<file path="config.mk">
export PLATFORM = sky130hd
export DESIGN_NAME = pwm_seq_ctrl_flat
export DESIGN_NICKNAME = d
export VERILOG_FILES = /design/src/rtl/pwm_pkg.sv /design/src/rtl/pwm_seq_ctrl_if.sv /design/src/rtl/pwm_seq_mem.sv /design/src/rtl/pwm_seq_ctrl.sv /design/src/flat_wrapper.sv
export SDC_FILE = /design/constraint.sdc
export NUM_CORES = 1
export LEC_CHECK = 0
export BUFFER_PORTS_ARGS = -buffer_cell sky130_fd_sc_hd__buf_2
export CORE_UTILIZATION = 45
export CTS_CLUSTER_SIZE = 10
export DETAILED_ROUTE_END_ITERATION = 8
export GPL_TIMING_DRIVEN = 0
export PLACE_DENSITY = 0.64
export SETUP_SLACK_MARGIN = 0.2
export SKIP_LAST_GASP = 1
export SLEW_MARGIN = 10
export SYNTH_ARGS = -nofsm -noshare
export SYNTH_HDL_FRONTEND = slang
export SYNTH_SLANG_ARGS = --single-unit
</file>
<file path="constraint.sdc">
create_clock -name clk -period 13.83 [get_ports clk]
set_clock_uncertainty 0.2 [all_clocks]
set_input_delay 0.6915 -clock clk [delete_from_list [all_inputs] [get_ports clk]]
set_output_delay 0.6915 -clock clk [all_outputs]
set_load 0.005 [all_outputs]
</file>
<file path="src/rtl/pwm_pkg.sv">
// Shared types and constants for the PWM sequencer: FSM states, table entry
// layout and the function codes passed through to pwm_gen.
package pwm_pkg;

  typedef enum logic {
    ST_IDLE = 1'b0,
    ST_RUN  = 1'b1
  } state_t;

  // Entry layout, MSB first: {func[1:0], rep[7:0], cmp2[15:0], cmp1[15:0]}
  localparam int ENTRY_W  = 42;
  localparam int CMP_W    = 16;
  localparam int REP_W    = 8;
  localparam int FUNC_W   = 2;
  localparam int CMP1_LSB = 0;
  localparam int CMP2_LSB = 16;
  localparam int REP_LSB  = 32;
  localparam int FUNC_LSB = 40;

  // Output modes understood by pwm_gen; the sequencer only forwards them
  localparam logic [FUNC_W-1:0] FUNC_EDGE   = 2'b00;
  localparam logic [FUNC_W-1:0] FUNC_CENTER = 2'b01;
  localparam logic [FUNC_W-1:0] FUNC_DUAL   = 2'b10;

endpackage

</file>
<file path="src/rtl/pwm_seq_ctrl_if.sv">
// CPU-side configuration/control bus and pwm_gen-side outputs of the sequencer.
interface pwm_seq_ctrl_if #(
  parameter int DEPTH = 8
);
  import pwm_pkg::*;

  localparam int ADDR_W = $clog2(DEPTH);

  logic               cfg_we;
  logic [ADDR_W-1:0]  cfg_addr;
  logic [ENTRY_W-1:0] cfg_wdata;
  logic [15:0]        period_in;
  logic [ADDR_W:0]    seq_len;
  logic               loop_en;
  logic               start;
  logic               stop;

  logic               pwm_en;
  logic [15:0]        period;
  logic [7:0]         functions;
  logic [15:0]        compare1;
  logic [15:0]        compare2;
  logic [15:0]        count_val;
  logic [ADDR_W-1:0]  cur_idx;
  logic               busy;
  logic               seq_done;

  modport master (
    output cfg_we, cfg_addr, cfg_wdata, period_in, seq_len, loop_en, start, stop,
    input  pwm_en, period, functions, compare1, compare2, count_val, cur_idx, busy, seq_done
  );

  modport slave (
    input  cfg_we, cfg_addr, cfg_wdata, period_in, seq_len, loop_en, start, stop,
    output pwm_en, period, functions, compare1, compare2, count_val, cur_idx, busy, seq_done
  );

endinterface

</file>
<file path="src/rtl/pwm_seq_mem.sv">
// Sequence table: DEPTH x ENTRY_W register file, one write port, async read.
// A read in the same cycle as a write to that entry returns the old contents.
module pwm_seq_mem #(
  parameter int DEPTH   = 8,
  parameter int ENTRY_W = 42,
  parameter int ADDR_W  = $clog2(DEPTH)
) (
  input  logic               clk,
  input  logic               rst,
  input  logic               we,
  input  logic [ADDR_W-1:0]  waddr,
  input  logic [ENTRY_W-1:0] wdata,
  input  logic [ADDR_W-1:0]  raddr,
  output logic [ENTRY_W-1:0] rdata
);

  logic [ENTRY_W-1:0] mem [DEPTH];

  // Clear the table on reset, otherwise accept in-range writes
  always_ff @(posedge clk) begin
    if (rst) begin
      for (int i = 0; i < DEPTH; i++) begin
        mem[i] <= '0;
      end
    end else if (we && (int'(waddr) < DEPTH)) begin
      mem[waddr] <= wdata;
    end
  end

  assign rdata = mem[raddr];

endmodule

</file>
<file path="src/rtl/pwm_seq_ctrl.sv">
// PWM channel sequencer: owns the period counter and walks the entry table,
// presenting each entry's compare/function values to pwm_gen exactly when the
// counter returns to 0, holding each entry for max(rep,1) periods.
module pwm_seq_ctrl
  import pwm_pkg::*;
#(
  parameter int DEPTH = 8
) (
  input logic           clk,
  input logic           rst,
  pwm_seq_ctrl_if.slave bus
);

  localparam int ADDR_W = $clog2(DEPTH);
  localparam logic [ADDR_W:0] LEN_MAX = (ADDR_W+1)'(DEPTH);

  state_t             state_q, state_d;
  logic [15:0]        count_q, count_d;
  logic [15:0]        period_q, period_d;
  logic [REP_W-1:0]   rep_cnt_q, rep_cnt_d;
  logic [REP_W-1:0]   rep_q, rep_d;
  logic [ADDR_W-1:0]  idx_q, idx_d;
  logic [ADDR_W:0]    len_q, len_d;
  logic               loop_q, loop_d;
  logic               stop_pend_q, stop_pend_d;
  logic               pwm_en_q, pwm_en_d;
  logic               busy_q, busy_d;
  logic               done_q, done_d;
  logic [CMP_W-1:0]   cmp1_q, cmp1_d;
  logic [CMP_W-1:0]   cmp2_q, cmp2_d;
  logic [FUNC_W-1:0]  func_q, func_d;

  logic [ADDR_W-1:0]  rd_addr;
  logic [ENTRY_W-1:0] rd_data;
  logic               load_en;
  logic [REP_W:0]     rep_next;
  logic [REP_W:0]     rep_eff;

  pwm_seq_mem #(
    .DEPTH   (DEPTH),
    .ENTRY_W (ENTRY_W)
  ) u_mem (
    .clk   (clk),
    .rst   (rst),
    .we    (bus.cfg_we),
    .waddr (bus.cfg_addr),
    .wdata (bus.cfg_wdata),
    .raddr (rd_addr),
    .rdata (rd_data)
  );

  // A repeat count of 0 is treated as a single period
  assign rep_next = {1'b0, rep_cnt_q} + 1'b1;
  assign rep_eff  = (rep_q == '0) ? (REP_W+1)'(1) : {1'b0, rep_q};

  // Next-state, counter and entry-load decisions
  always_comb begin
    state_d     = state_q;
    count_d     = count_q;
    period_d    = period_q;
    rep_cnt_d   = rep_cnt_q;
    rep_d       = rep_q;
    idx_d       = idx_q;
    len_d       = len_q;
    loop_d      = loop_q;
    stop_pend_d = stop_pend_q;
    pwm_en_d    = pwm_en_q;
    busy_d      = busy_q;
    done_d      = 1'b0;
    cmp1_d      = cmp1_q;
    cmp2_d      = cmp2_q;
    func_d      = func_q;
    rd_addr     = '0;
    load_en     = 1'b0;

    case (state_q)
      ST_IDLE: begin
        if (bus.start && (bus.seq_len != '0) && (bus.seq_len <= LEN_MAX)) begin
          state_d     = ST_RUN;
          period_d    = bus.period_in;
          len_d       = bus.seq_len;
          loop_d      = bus.loop_en;
          count_d     = '0;
          idx_d       = '0;
          rep_cnt_d   = '0;
          stop_pend_d = 1'b0;
          pwm_en_d    = 1'b1;
          busy_d      = 1'b1;
          rd_addr     = '0;
          load_en     = 1'b1;
        end
      end

      ST_RUN: begin
        if (count_q < period_q) begin
          count_d = count_q + 16'd1;
          if (bus.stop) begin
            stop_pend_d = 1'b1;
          end
        end else begin
          count_d = '0;
          if (stop_pend_q || bus.stop) begin
            state_d     = ST_IDLE;
            pwm_en_d    = 1'b0;
            busy_d      = 1'b0;
            done_d      = 1'b1;
            stop_pend_d = 1'b0;
          end else if (rep_next < rep_eff) begin
            rep_cnt_d = rep_next[REP_W-1:0];
          end else begin
            rep_cnt_d = '0;
            if ({1'b0, idx_q} < (len_q - 1'b1)) begin
              idx_d   = idx_q + 1'b1;
              rd_addr = idx_q + 1'b1;
              load_en = 1'b1;
            end else if (loop_q) begin
              idx_d   = '0;
              rd_addr = '0;
              load_en = 1'b1;
            end else begin
              state_d     = ST_IDLE;
              pwm_en_d    = 1'b0;
              busy_d      = 1'b0;
              done_d      = 1'b1;
              stop_pend_d = 1'b0;
            end
          end
        end
      end

      default: state_d = ST_IDLE;
    endcase

    if (load_en) begin
      cmp1_d = rd_data[CMP1_LSB +: CMP_W];
      cmp2_d = rd_data[CMP2_LSB +: CMP_W];
      rep_d  = rd_data[REP_LSB  +: REP_W];
      func_d = rd_data[FUNC_LSB +: FUNC_W];
    end
  end

  // State register and all registered outputs
  always_ff @(posedge clk) begin
    if (rst) begin
      state_q     <= ST_IDLE;
      count_q     <= '0;
      period_q    <= '0;
      rep_cnt_q   <= '0;
      rep_q       <= '0;
      idx_q       <= '0;
      len_q       <= '0;
      loop_q      <= 1'b0;
      stop_pend_q <= 1'b0;
      pwm_en_q    <= 1'b0;
      busy_q      <= 1'b0;
      done_q      <= 1'b0;
      cmp1_q      <= '0;
      cmp2_q      <= '0;
      func_q      <= '0;
    end else begin
      state_q     <= state_d;
      count_q     <= count_d;
      period_q    <= period_d;
      rep_cnt_q   <= rep_cnt_d;
      rep_q       <= rep_d;
      idx_q       <= idx_d;
      len_q       <= len_d;
      loop_q      <= loop_d;
      stop_pend_q <= stop_pend_d;
      pwm_en_q    <= pwm_en_d;
      busy_q      <= busy_d;
      done_q      <= done_d;
      cmp1_q      <= cmp1_d;
      cmp2_q      <= cmp2_d;
      func_q      <= func_d;
    end
  end

  assign bus.pwm_en    = pwm_en_q;
  assign bus.period    = period_q;
  assign bus.functions = {6'b0, func_q};
  assign bus.compare1  = cmp1_q;
  assign bus.compare2  = cmp2_q;
  assign bus.count_val = count_q;
  assign bus.cur_idx   = idx_q;
  assign bus.busy      = busy_q;
  assign bus.seq_done  = done_q;

endmodule

</file>
<file path="src/flat_wrapper.sv">
// flat-port wrapper written by rule: the top's interface ports become plain ports
module pwm_seq_ctrl_flat import pwm_pkg::*;
#(
  parameter int DEPTH = 8
)
  (clk, rst, bus_cfg_we, bus_cfg_addr, bus_cfg_wdata, bus_period_in, bus_seq_len, bus_loop_en, bus_start, bus_stop, bus_pwm_en, bus_period, bus_functions, bus_compare1, bus_compare2, bus_count_val, bus_cur_idx, bus_busy, bus_seq_done);
  pwm_seq_ctrl_if #(.DEPTH(DEPTH)) bus_i ();
  input logic clk;
  input logic rst;
  input wire logic [$bits(bus_i.cfg_we)-1:0] bus_cfg_we;
  input wire logic [$bits(bus_i.cfg_addr)-1:0] bus_cfg_addr;
  input wire logic [$bits(bus_i.cfg_wdata)-1:0] bus_cfg_wdata;
  input wire logic [$bits(bus_i.period_in)-1:0] bus_period_in;
  input wire logic [$bits(bus_i.seq_len)-1:0] bus_seq_len;
  input wire logic [$bits(bus_i.loop_en)-1:0] bus_loop_en;
  input wire logic [$bits(bus_i.start)-1:0] bus_start;
  input wire logic [$bits(bus_i.stop)-1:0] bus_stop;
  output wire logic [$bits(bus_i.pwm_en)-1:0] bus_pwm_en;
  output wire logic [$bits(bus_i.period)-1:0] bus_period;
  output wire logic [$bits(bus_i.functions)-1:0] bus_functions;
  output wire logic [$bits(bus_i.compare1)-1:0] bus_compare1;
  output wire logic [$bits(bus_i.compare2)-1:0] bus_compare2;
  output wire logic [$bits(bus_i.count_val)-1:0] bus_count_val;
  output wire logic [$bits(bus_i.cur_idx)-1:0] bus_cur_idx;
  output wire logic [$bits(bus_i.busy)-1:0] bus_busy;
  output wire logic [$bits(bus_i.seq_done)-1:0] bus_seq_done;
  assign bus_i.cfg_we = bus_cfg_we;
  assign bus_i.cfg_addr = bus_cfg_addr;
  assign bus_i.cfg_wdata = bus_cfg_wdata;
  assign bus_i.period_in = bus_period_in;
  assign bus_i.seq_len = bus_seq_len;
  assign bus_i.loop_en = bus_loop_en;
  assign bus_i.start = bus_start;
  assign bus_i.stop = bus_stop;
  assign bus_pwm_en = bus_i.pwm_en;
  assign bus_period = bus_i.period;
  assign bus_functions = bus_i.functions;
  assign bus_compare1 = bus_i.compare1;
  assign bus_compare2 = bus_i.compare2;
  assign bus_count_val = bus_i.count_val;
  assign bus_cur_idx = bus_i.cur_idx;
  assign bus_busy = bus_i.busy;
  assign bus_seq_done = bus_i.seq_done;
  pwm_seq_ctrl #(.DEPTH(DEPTH)) u_core (.clk(clk), .rst(rst), .bus(bus_i));
endmodule
</file>
==> report_table.html, run 1 <==
<table>
<tr><th>Metric</th><th>Value</th></tr>
<tr><th colspan="2">Layout</th></tr>
<tr><td>Total number of nets in the final design</td><td>1958</td></tr>
<tr><td>Number of filler cells placed in the layout</td><td>3694</td></tr>
<tr><td>Fin cells</td><td>2487</td></tr>
<tr><td>Fraction of final layout cells with drive strength greater than 1</td><td>0.177</td></tr>
<tr><td>Area Overhead vs Synth</td><td>17.0%</td></tr>
<tr><th colspan="2">Clock network</th></tr>
<tr><td>Hold buffer count at CTS</td><td>0</td></tr>
<tr><td>Number of buffers on the longest clock path</td><td>3</td></tr>
<tr><td>Post-cts repair resize count</td><td>0</td></tr>
<tr><td>Buffer type at the clock tree root</td><td>sky130_fd_sc_hd__clkbuf_16</td></tr>
<tr><td>H-tree Lvls</td><td>2</td></tr>
<tr><td>Post-CTS Setup Bufs</td><td>0</td></tr>
<tr><td>CTS clock-pin slew for the worst setup and hold paths</td><td>0.06 ns</td></tr>
<tr><td>Clock buffer count from CTS</td><td>50</td></tr>
<tr><td>CTS tree</td><td>done</td></tr>
<tr><td>Clock sink count</td><td>430</td></tr>
<tr><td>Clock network latency to the later pin of the worst-skew pair</td><td>0.60 ns</td></tr>
<tr><th colspan="2">Detailed routing</th></tr>
<tr><td>Post-route DRC</td><td>0</td></tr>
<tr><td>Average via count per standard cell</td><td>5.50</td></tr>
<tr><td>DRC marker count from the first detailed-route iteration</td><td>1166</td></tr>
<tr><td>Routed vias</td><td>13700</td></tr>
<tr><td>DRT antenna net count</td><td>0</td></tr>
<tr><td>Post-detailed-route wirelength per cell</td><td>21.3 µm</td></tr>
<tr><td>DR pass1 iterations</td><td>5</td></tr>
<tr><td>Sum of routed wire length over all layers</td><td>52900 µm</td></tr>
<tr><th colspan="2">Critical path</th></tr>
<tr><td>Crit path capture type</td><td>flop</td></tr>
<tr><td>Endpoint of the most critical register-to-register path</td><td>u_core.rep_q[2]$_SDFFE_PP0P_</td></tr>
<tr><td>Req. time, crit path</td><td>14.14 ns</td></tr>
<tr><td>R2R depth</td><td>13</td></tr>
<tr><td>Setup slack on the worst flop-to-flop path</td><td>9.65 ns</td></tr>
<tr><td>Class of the most critical setup path</td><td>reg -&gt; reg</td></tr>
<tr><td>Startpoint kind of the worst setup timing path</td><td>flop</td></tr>
<tr><td>Peak fanout along the critical path</td><td>10</td></tr>
<tr><td>Arrival time at the worst endpoint</td><td>4.50 ns</td></tr>
<tr><td>Launch point of the worst path</td><td>u_core.rep_cnt_q[0]$_SDFFE_PP0P_</td></tr>
<tr><td>Reg-to-Reg Start</td><td>u_core.rep_cnt_q[0]$_SDFFE_PP0P_</td></tr>
<tr><td>Critical path endpoint</td><td>u_core.rep_q[2]$_SDFFE_PP0P_</td></tr>
<tr><th colspan="2">Synth</th></tr>
<tr><td>Post-synthesis async set-or-reset flop share</td><td>0</td></tr>
<tr><td>Synth area leader</td><td>sky130_fd_sc_hd__edfxtp_1</td></tr>
<tr><td>Area of the mapped netlist</td><td>19800 µm²</td></tr>
<tr><td>Most common cell in the netlist</td><td>sky130_fd_sc_hd__and2_1</td></tr>
<tr><td>Portion of the post-synthesis area used by sequential elements</td><td>0.605</td></tr>
<tr><td>Synthesized instance count</td><td>1649</td></tr>
<tr><td>Most common library cells after synthesis</td><td>sky130_fd_sc_hd__and2_1 (339), sky130_fd_sc_hd__edfxtp_1 (336), sky130_fd_sc_hd__nand2_1 (195), sky130_fd_sc_hd__o21ai_0 (107), sky130_fd_sc_hd__dfxtp_1 (94)</td></tr>
<tr><td>Mapped Avg Cell Area</td><td>12.0 µm²</td></tr>
<tr><td>Share of the synthesized area in the top cell type</td><td>0.510</td></tr>
<tr><td>Flip-flop and latch count after synthesis</td><td>430</td></tr>
<tr><td>Number of enable flip-flop cells after synthesis</td><td>336</td></tr>
<tr><td>Count of different cell masters after synthesis</td><td>58</td></tr>
<tr><td>Yosys warns</td><td>0</td></tr>
<tr><td>Most instantiated flip-flop cell in the synthesis netlist</td><td>sky130_fd_sc_hd__edfxtp_1</td></tr>
<tr><td>Largest cells by area after synthesis</td><td>sky130_fd_sc_hd__edfxtp_1 (51%), sky130_fd_sc_hd__and2_1 (11%), sky130_fd_sc_hd__dfxtp_1 (9.5%), sky130_fd_sc_hd__mux4_2 (4.8%), sky130_fd_sc_hd__nand2_1 (3.7%)</td></tr>
<tr><th colspan="2">Placement</th></tr>
<tr><td>Cell Count Post-Placement</td><td>2392</td></tr>
<tr><td>Port Buffers</td><td>141</td></tr>
<tr><td>Final Wtd Congestion</td><td>0.853</td></tr>
<tr><td>Dpl hpwl</td><td>35500 µm</td></tr>
<tr><th colspan="2">Timing</th></tr>
<tr><td>Number of endpoints with negative hold slack in the final report</td><td>0</td></tr>
<tr><td>Final setup violating endpoints</td><td>0</td></tr>
<tr><td>Slew Limit Headroom</td><td>0.212</td></tr>
<tr><td>Unrepaired setup endpoints after global routing</td><td>false</td></tr>
<tr><td>Max frequency</td><td>239 MHz</td></tr>
<tr><td>Setup tns final</td><td>0 ns</td></tr>
<tr><td>Clock period minus worst slack</td><td>4.18 ns</td></tr>
<tr><td>Worst hold margin</td><td>0.146 ns</td></tr>
<tr><td>Transition at the pin with the smallest max-transition slack</td><td>1.18 ns</td></tr>
<tr><td>Pins Over Slew Limit</td><td>0</td></tr>
<tr><td>Final period utilization</td><td>0.302</td></tr>
<tr><th colspan="2">Floorplanning</th></tr>
<tr><td>Die area</td><td>44800 µm²</td></tr>
<tr><td>Initial Util</td><td>0.458</td></tr>
<tr><td>Overall die height</td><td>212 µm</td></tr>
<tr><td>Die Width</td><td>212 µm</td></tr>
<tr><td>Core Rows</td><td>76</td></tr>
<tr><td>Top Ports</td><td>149</td></tr>
<tr><td>Core area</td><td>43300 µm²</td></tr>
<tr><th colspan="2">Global routing</th></tr>
<tr><td>Overall routing resource usage</td><td>0.241</td></tr>
<tr><td>Wire length of the first global-routing pass</td><td>80600 µm</td></tr>
<tr><td>Antenna violations before repair</td><td>4</td></tr>
<tr><td>GRT Residual Overflow</td><td>0</td></tr>
<tr><td>Number of global-route vias before repair</td><td>13700</td></tr>
<tr><td>Largest net degree at the start of global routing</td><td>43</td></tr>
<tr><th colspan="2">Power</th></tr>
<tr><td>Leakage power summed over all cells</td><td>0.00854 µW</td></tr>
<tr><td>Pwr per Cell Area</td><td>128 nW/µm²</td></tr>
<tr><td>Worst voltage drop across the vdd grid</td><td>0.0936 mV</td></tr>
<tr><th colspan="2">Job</th></tr>
<tr><td>Number of maximum-capacitance constraint violations</td><td>0</td></tr>
<tr><th colspan="2">Hold path</th></tr>
<tr><td>Class of the tightest hold or removal check</td><td>in -&gt; reg</td></tr>
<tr><th colspan="2">Outcome</th></tr>
<tr><td>Result of the run</td><td>completed</td></tr>
</table>
==> sequential cells by signal (all words and copies together), names as in the netlist <==
register and count:
u_core.bus.compare1 16, u_core.bus.seq_done 1, u_core.bus.pwm_en 1, u_core.rep_cnt_q 8
u_core.state_q 1, u_core.bus.cur_idx 3, u_core.bus.compare2 16, u_core.bus.count_val 16
u_core.func_q 2, u_core.u_mem.mem 336, u_core.stop_pend_q 1, u_core.rep_q 8
u_core.loop_q 1, u_core.len_q 4, u_core.bus.period 16
==> cells in the final DEF, fill, tap and decap left out, types with 43 or more instances in the layout <==
cell | Yosys | final
sky130_fd_sc_hd__a21o_1 | 45 | 45
sky130_fd_sc_hd__a21oi_1 | 92 | 92
sky130_fd_sc_hd__a31oi_1 | 43 | 43
sky130_fd_sc_hd__and2_1 | 339 | 339
sky130_fd_sc_hd__buf_2 | 9 | 150
sky130_fd_sc_hd__clkbuf_1 | 91 | 125
sky130_fd_sc_hd__clkbuf_16 | 0 | 52
sky130_fd_sc_hd__dfxtp_1 | 94 | 94
sky130_fd_sc_hd__edfxtp_1 | 336 | 336
sky130_fd_sc_hd__nand2_1 | 195 | 195
sky130_fd_sc_hd__o21ai_0 | 107 | 101
==> worst max-delay path, stage by stage, from the launching register on <==
cell and delay [ns]:
sky130_fd_sc_hd__dfxtp_1 0.47, sky130_fd_sc_hd__ha_1 0.30, sky130_fd_sc_hd__nand3_2 0.16, sky130_fd_sc_hd__xnor2_1 0.18, sky130_fd_sc_hd__ha_1 0.30, sky130_fd_sc_hd__nand4_1 0.12
sky130_fd_sc_hd__a221oi_2 0.20, sky130_fd_sc_hd__o31ai_1 0.11, sky130_fd_sc_hd__and2_1 0.16, sky130_fd_sc_hd__buf_6 0.13, sky130_fd_sc_hd__nor4_4 0.87, sky130_fd_sc_hd__clkbuf_1 0.57
sky130_fd_sc_hd__nand2_1 0.12, sky130_fd_sc_hd__a31oi_1 0.19
==> report_power, final <==
group,internal (µW),switching (µW),total [µW]
Sequential,1470,29.2,1500
Combinational,93.4,144,237
Clock,709,515,1220
Total,2270,688,2960
==> final cells by class <==
type | instances | area, µm² | area share
Clock buffer | 88 | 1460 | 0.0629
Sequential cell | 430 | 12000 | 0.517
Multi-Input combinational cell | 1078 | 7290 | 0.315
Clock inverter | 4 | 41.3 | 0.00178
Tap cell | 585 | 732 | 0.0316
Inverter | 28 | 105 | 0.00454
Timing Repair Buffer | 153 | 1030 | 0.0444
Buffer | 118 | 526 | 0.0227
Antenna cell | 3 | 7.51 | 0.000324
==> stage by stage <==
stage | worst slack [ns] | instance area (µm²) | total power, µW | utilization
after floorplan | 8.94 | 19800 | 1660 | -
after global placement | 5.32 | 21300 | 1750 | 0.491
after detailed placement | 9.63 | 21700 | 1770 | 0.500
after CTS | 9.63 | 23100 | 2980 | 0.535
after global routing | 9.43 | 23200 | 3060 | 0.535
final | 9.65 | 23200 | 2960 | 0.535
==> worst min-delay path by stage <==
stage                                                   end                  startpoint  slack [ns]  cells past startpoint
after floorplan                  u_core.loop_q$_SDFFE_PP0P_  u_core.loop_q$_SDFFE_PP0P_        0.23                      2
after global placement           u_core.loop_q$_SDFFE_PP0P_  u_core.loop_q$_SDFFE_PP0P_        0.25                      2
after detailed placement         u_core.loop_q$_SDFFE_PP0P_  u_core.loop_q$_SDFFE_PP0P_        0.25                      2
after CTS                 u_core.bus.period[8]$_SDFFE_PP0P_            bus_period_in[8]        0.12                      3
after global routing      u_core.bus.period[8]$_SDFFE_PP0P_            bus_period_in[8]        0.13                      3
final                     u_core.bus.period[8]$_SDFFE_PP0P_            bus_period_in[8]        0.15                      3
==> routing by layer <==
layer  wire [µm]  GRT usage
met1       21900      0.309
met2       25500      0.404
met3        3900     0.0491
met4        1560     0.0867
met5          13          0
==> kinds of logic after synthesis <==
| family | after synthesis | synth area share |
|---|---|---|
| and+or+nand+nor | 634 | 0.173 |
| other | 1 | 0.000189 |
| muxes | 43 | 0.0483 |
| xor gates and xnor gates | 11 | 0.00487 |
| adders and majority gates | 28 | 0.0177 |
| DFF | 430 | 0.605 |
| AOI/OAI and AO/OA | 356 | 0.119 |
| buffers and inverters | 146 | 0.0318 |
(Power assumes the default switching activity.)
==> run 2: changes to the inputs <==
- PLACE_DENSITY: 0.64 -> 0.66
- clock period: 13.83 -> 3.5 ns (I/O delays scaled with it)
==> run 2 against run 1 <==
  * Non-clock buffer count up 75
  * Critical path depth grew 1
  * Sequential cell count did not move
  * Global-route usage is essentially flat
  * Design area up 3.5%
  * Maximum frequency grew 29%
  * First-iteration DRC count grew 3.5%
  * Cell count increased by 3.0%
  * Highest routed layer unchanged
==> report_table.html, run 2 (synthesis gave the netlist of run 1 again) <==
<table>
<tr><th>Metric</th><th>Value</th></tr>
<tr><th colspan="2">Outcome</th></tr>
<tr><td>Result of the run</td><td>completed</td></tr>
<tr><th colspan="2">Detailed routing</th></tr>
<tr><td>Sum of routed wire length over all layers</td><td>53100 µm</td></tr>
<tr><td>DRC marker count from the first detailed-route iteration</td><td>1207</td></tr>
<tr><td>Average via count per standard cell</td><td>5.49</td></tr>
<tr><td>DR pass1 iterations</td><td>5</td></tr>
<tr><td>DRT antenna net count</td><td>0</td></tr>
<tr><td>Routed vias</td><td>14100</td></tr>
<tr><td>Post-route DRC</td><td>0</td></tr>
<tr><td>Post-detailed-route wirelength per cell</td><td>20.7 µm</td></tr>
<tr><th colspan="2">Hold path</th></tr>
<tr><td>Sink of the worst hold path</td><td>u_core.u_mem.mem[0][20]$_SDFFCE_PN0P_</td></tr>
<tr><td>Class of the tightest hold or removal check</td><td>in -&gt; reg</td></tr>
<tr><td>HP Start</td><td>bus_cfg_addr[2]</td></tr>
<tr><td>Hold Path Stages</td><td>3</td></tr>
<tr><th colspan="2">Placement</th></tr>
<tr><td>Final Wtd Congestion</td><td>0.833</td></tr>
<tr><td>Port Buffers</td><td>141</td></tr>
<tr><td>Dpl hpwl</td><td>35100 µm</td></tr>
<tr><td>Total cell area at the placement stage</td><td>21600 µm²</td></tr>
<tr><th colspan="2">Job</th></tr>
<tr><td>Number of maximum-capacitance constraint violations</td><td>0</td></tr>
<tr><th colspan="2">Clock network</th></tr>
<tr><td>Buffer type at the clock tree root</td><td>sky130_fd_sc_hd__clkbuf_16</td></tr>
<tr><td>Clock buffer count from CTS</td><td>50</td></tr>
<tr><td>CTS clock-pin slew for the worst setup and hold paths</td><td>0.05 ns</td></tr>
<tr><td>Number of buffers on the longest clock path</td><td>3</td></tr>
<tr><td>CTS tree</td><td>done</td></tr>
<tr><td>Clock sink count</td><td>430</td></tr>
<tr><td>H-tree Lvls</td><td>2</td></tr>
<tr><td>Clock network latency to the later pin of the worst-skew pair</td><td>0.59 ns</td></tr>
<tr><th colspan="2">Layout</th></tr>
<tr><td>Final core utilization</td><td>0.554</td></tr>
<tr><td>Most common cell after layout, fill and taps aside</td><td>sky130_fd_sc_hd__and2_1</td></tr>
<tr><td>Max FFs per register</td><td>336</td></tr>
<tr><td>Area Overhead vs Synth</td><td>21.1%</td></tr>
<tr><td>Number of filler cells placed in the layout</td><td>3627</td></tr>
<tr><td>Cell area after layout</td><td>24000 µm²</td></tr>
<tr><td>Largest reg by FF count</td><td>u_core.u_mem.mem</td></tr>
<tr><td>Total number of nets in the final design</td><td>2033</td></tr>
<tr><td>Commonest non-fill, non-tap cells in the layout</td><td>sky130_fd_sc_hd__and2_1 (339), sky130_fd_sc_hd__edfxtp_1 (336), sky130_fd_sc_hd__nand2_1 (194)</td></tr>
<tr><td>Fraction of final layout cells with drive strength greater than 1</td><td>0.184</td></tr>
<tr><th colspan="2">Critical path</th></tr>
<tr><td>Top cell by count, worst path</td><td>sky130_fd_sc_hd__buf_12</td></tr>
<tr><td>Req. time, crit path</td><td>3.76 ns</td></tr>
<tr><td>Arrival time at the worst endpoint</td><td>3.49 ns</td></tr>
<tr><td>Reg-to-Reg Start</td><td>u_core.rep_cnt_q[0]$_SDFFE_PP0P_</td></tr>
<tr><td>Endpoint of the most critical register-to-register path</td><td>u_core.bus.compare1[6]$_SDFFE_PP0P_</td></tr>
<tr><td>Delay contributed by the slowest stage of the critical path</td><td>0.53 ns</td></tr>
<tr><td>R2R depth</td><td>14</td></tr>
<tr><td>Crit path cell chain</td><td>ha_4, nand3_4, xnor2_2, ha_1, nand4_1, a221oi_2, o31ai_2, and2_1, buf_6, or4_4, buf_12, buf_12, o22ai_2, a31oi_1</td></tr>
<tr><td>Startpoint kind of the worst setup timing path</td><td>flop</td></tr>
<tr><td>Crit path capture type</td><td>flop</td></tr>
<tr><td>Class of the most critical setup path</td><td>reg -&gt; reg</td></tr>
<tr><td>Peak fanout along the critical path</td><td>10</td></tr>
<tr><td>Critical-path top delay cell</td><td>sky130_fd_sc_hd__or4_4</td></tr>
<tr><td>Setup slack on the worst flop-to-flop path</td><td>0.27 ns</td></tr>
<tr><th colspan="2">Timing</th></tr>
<tr><td>Worst hold margin</td><td>0.0607 ns</td></tr>
<tr><td>Clock period minus worst slack</td><td>3.23 ns</td></tr>
<tr><td>Transition at the pin with the smallest max-transition slack</td><td>1.16 ns</td></tr>
<tr><td>Final period utilization</td><td>0.923</td></tr>
<tr><td>Max frequency</td><td>310 MHz</td></tr>
<tr><td>Pins Over Slew Limit</td><td>0</td></tr>
<tr><td>Final setup violating endpoints</td><td>0</td></tr>
<tr><td>Number of endpoints with negative hold slack in the final report</td><td>0</td></tr>
<tr><td>Unrepaired setup endpoints after global routing</td><td>true</td></tr>
<tr><td>Slew Limit Headroom</td><td>0.220</td></tr>
<tr><th colspan="2">Floorplanning</th></tr>
<tr><td>Die area</td><td>44800 µm²</td></tr>
<tr><td>Die Width</td><td>212 µm</td></tr>
<tr><td>Core Rows</td><td>76</td></tr>
<tr><td>Overall die height</td><td>212 µm</td></tr>
<tr><td>Initial Util</td><td>0.458</td></tr>
<tr><td>Core area</td><td>43300 µm²</td></tr>
<tr><td>Top Ports</td><td>149</td></tr>
<tr><th colspan="2">Power</th></tr>
<tr><td>Pwr per Cell Area</td><td>487 nW/µm²</td></tr>
<tr><td>Worst voltage drop across the vdd grid</td><td>0.398 mV</td></tr>
<tr><td>Final total power</td><td>11700 µW</td></tr>
<tr><td>Leakage power summed over all cells</td><td>0.00891 µW</td></tr>
<tr><th colspan="2">Global routing</th></tr>
<tr><td>Largest net degree at the start of global routing</td><td>43</td></tr>
<tr><td>Number of global-route vias before repair</td><td>13900</td></tr>
<tr><td>GRT Residual Overflow</td><td>0</td></tr>
<tr><td>Overall routing resource usage</td><td>0.240</td></tr>
<tr><td>Antenna violations before repair</td><td>3</td></tr>
<tr><td>Wire length of the first global-routing pass</td><td>81100 µm</td></tr>
</table>
==> run 2: cell count changes in the layout (fill, tap and decap cells not counted), sizes merged <==
| cell | delta |
|---|---|
| buf | +10 |
| clkbuf | -4 |
| diode | -1 |
| dlygate4sd3 | +68 |
| inv | +1 |
==> run 2: critical path: cells and delay by family (launching register included) <==
family / cells / cell delay, ns
simple gates: 4 / 0.90
compound gates: 4 / 0.52
buf+inv: 3 / 0.48
fa+ha+maj: 2 / 0.45
flops: 1 / 0.38
xor+xnor: 1 / 0.16
==> run 2: worst max path at each step <==
stage | depth (start not counted) | slack, ns | from | to
global route | 14 | 0.10 | u_core.rep_cnt_q[0]$_SDFFE_PP0P_ | u_core.bus.compare1[1]$_SDFFE_PP0P_
floorplan | 4 | -0.87 | rst | u_core.u_mem.mem[1][0]$_SDFFCE_PN0P_
finish | 14 | 0.27 | u_core.rep_cnt_q[0]$_SDFFE_PP0P_ | u_core.bus.compare1[6]$_SDFFE_PP0P_
detailed placement | 13 | -0.55 | u_core.rep_cnt_q[0]$_SDFFE_PP0P_ | u_core.bus.compare2[11]$_SDFFE_PP0P_
CTS | 14 | 0.20 | u_core.rep_cnt_q[1]$_SDFFE_PP0P_ | u_core.bus.compare1[1]$_SDFFE_PP0P_
global placement | 4 | -4.28 | rst | u_core.u_mem.mem[3][28]$_SDFFCE_PN0P_
==> run 2: per-stage QoR <==
stage	TNS, ns	worst slack [ns]	instances
5_1_grt	0	0.104	2559
4_1_cts	0	0.202	2556
6_report	0	0.269	2561
3_5_place_dp	-30.00	-0.551	2390
3_3_place_gp	-960.51	-4.28	2380
2_1_floorplan	-218.96	-0.871	1654
==> run 2: final cells by class <==
type	instances	area, µm²	share of cell area
sequential	430	12000	0.500
multi-input combinational	1078	7400	0.309
timing repair buffer	229	1720	0.0716
clock buffer	87	1410	0.0589
tap	585	732	0.0305
buffer	117	592	0.0247
inverter	28	105	0.00438
clock inverter	5	32.5	0.00136
antenna	2	5.00	0.000209
==> run 2: repair_timing <==
item                                   in CTS  in global routing
setup buffers                               6                  4
endpoints found under the hold margin     374                  0
pin swaps                                   3                  7
resized for setup                          21                 42
hold buffers                               68                  0
setup endpoints to repair                  46                 48
==> run 2: routing by layer <==
| layer | global-route usage | vias to the layer above | share of wire |
|---|---|---|---|
| met2 | 0.401 | 551 | 0.48 |
| met3 | 0.0398 | 103 | 0.072 |
| li1 | - | 6502 | - |
| met4 | 0.0825 | 2 | 0.028 |
| met5 | 0 | - | 0.00024 |
| met1 | 0.317 | 6910 | 0.42 |
==> run 2: power by group <==
group | switching (µW) | internal (µW) | total, µW
Sequential | 118 | 5820 | 5940
Combinational | 586 | 427 | 1010
Clock | 2020 | 2710 | 4730
Total | 2720 | 8960 | 11700
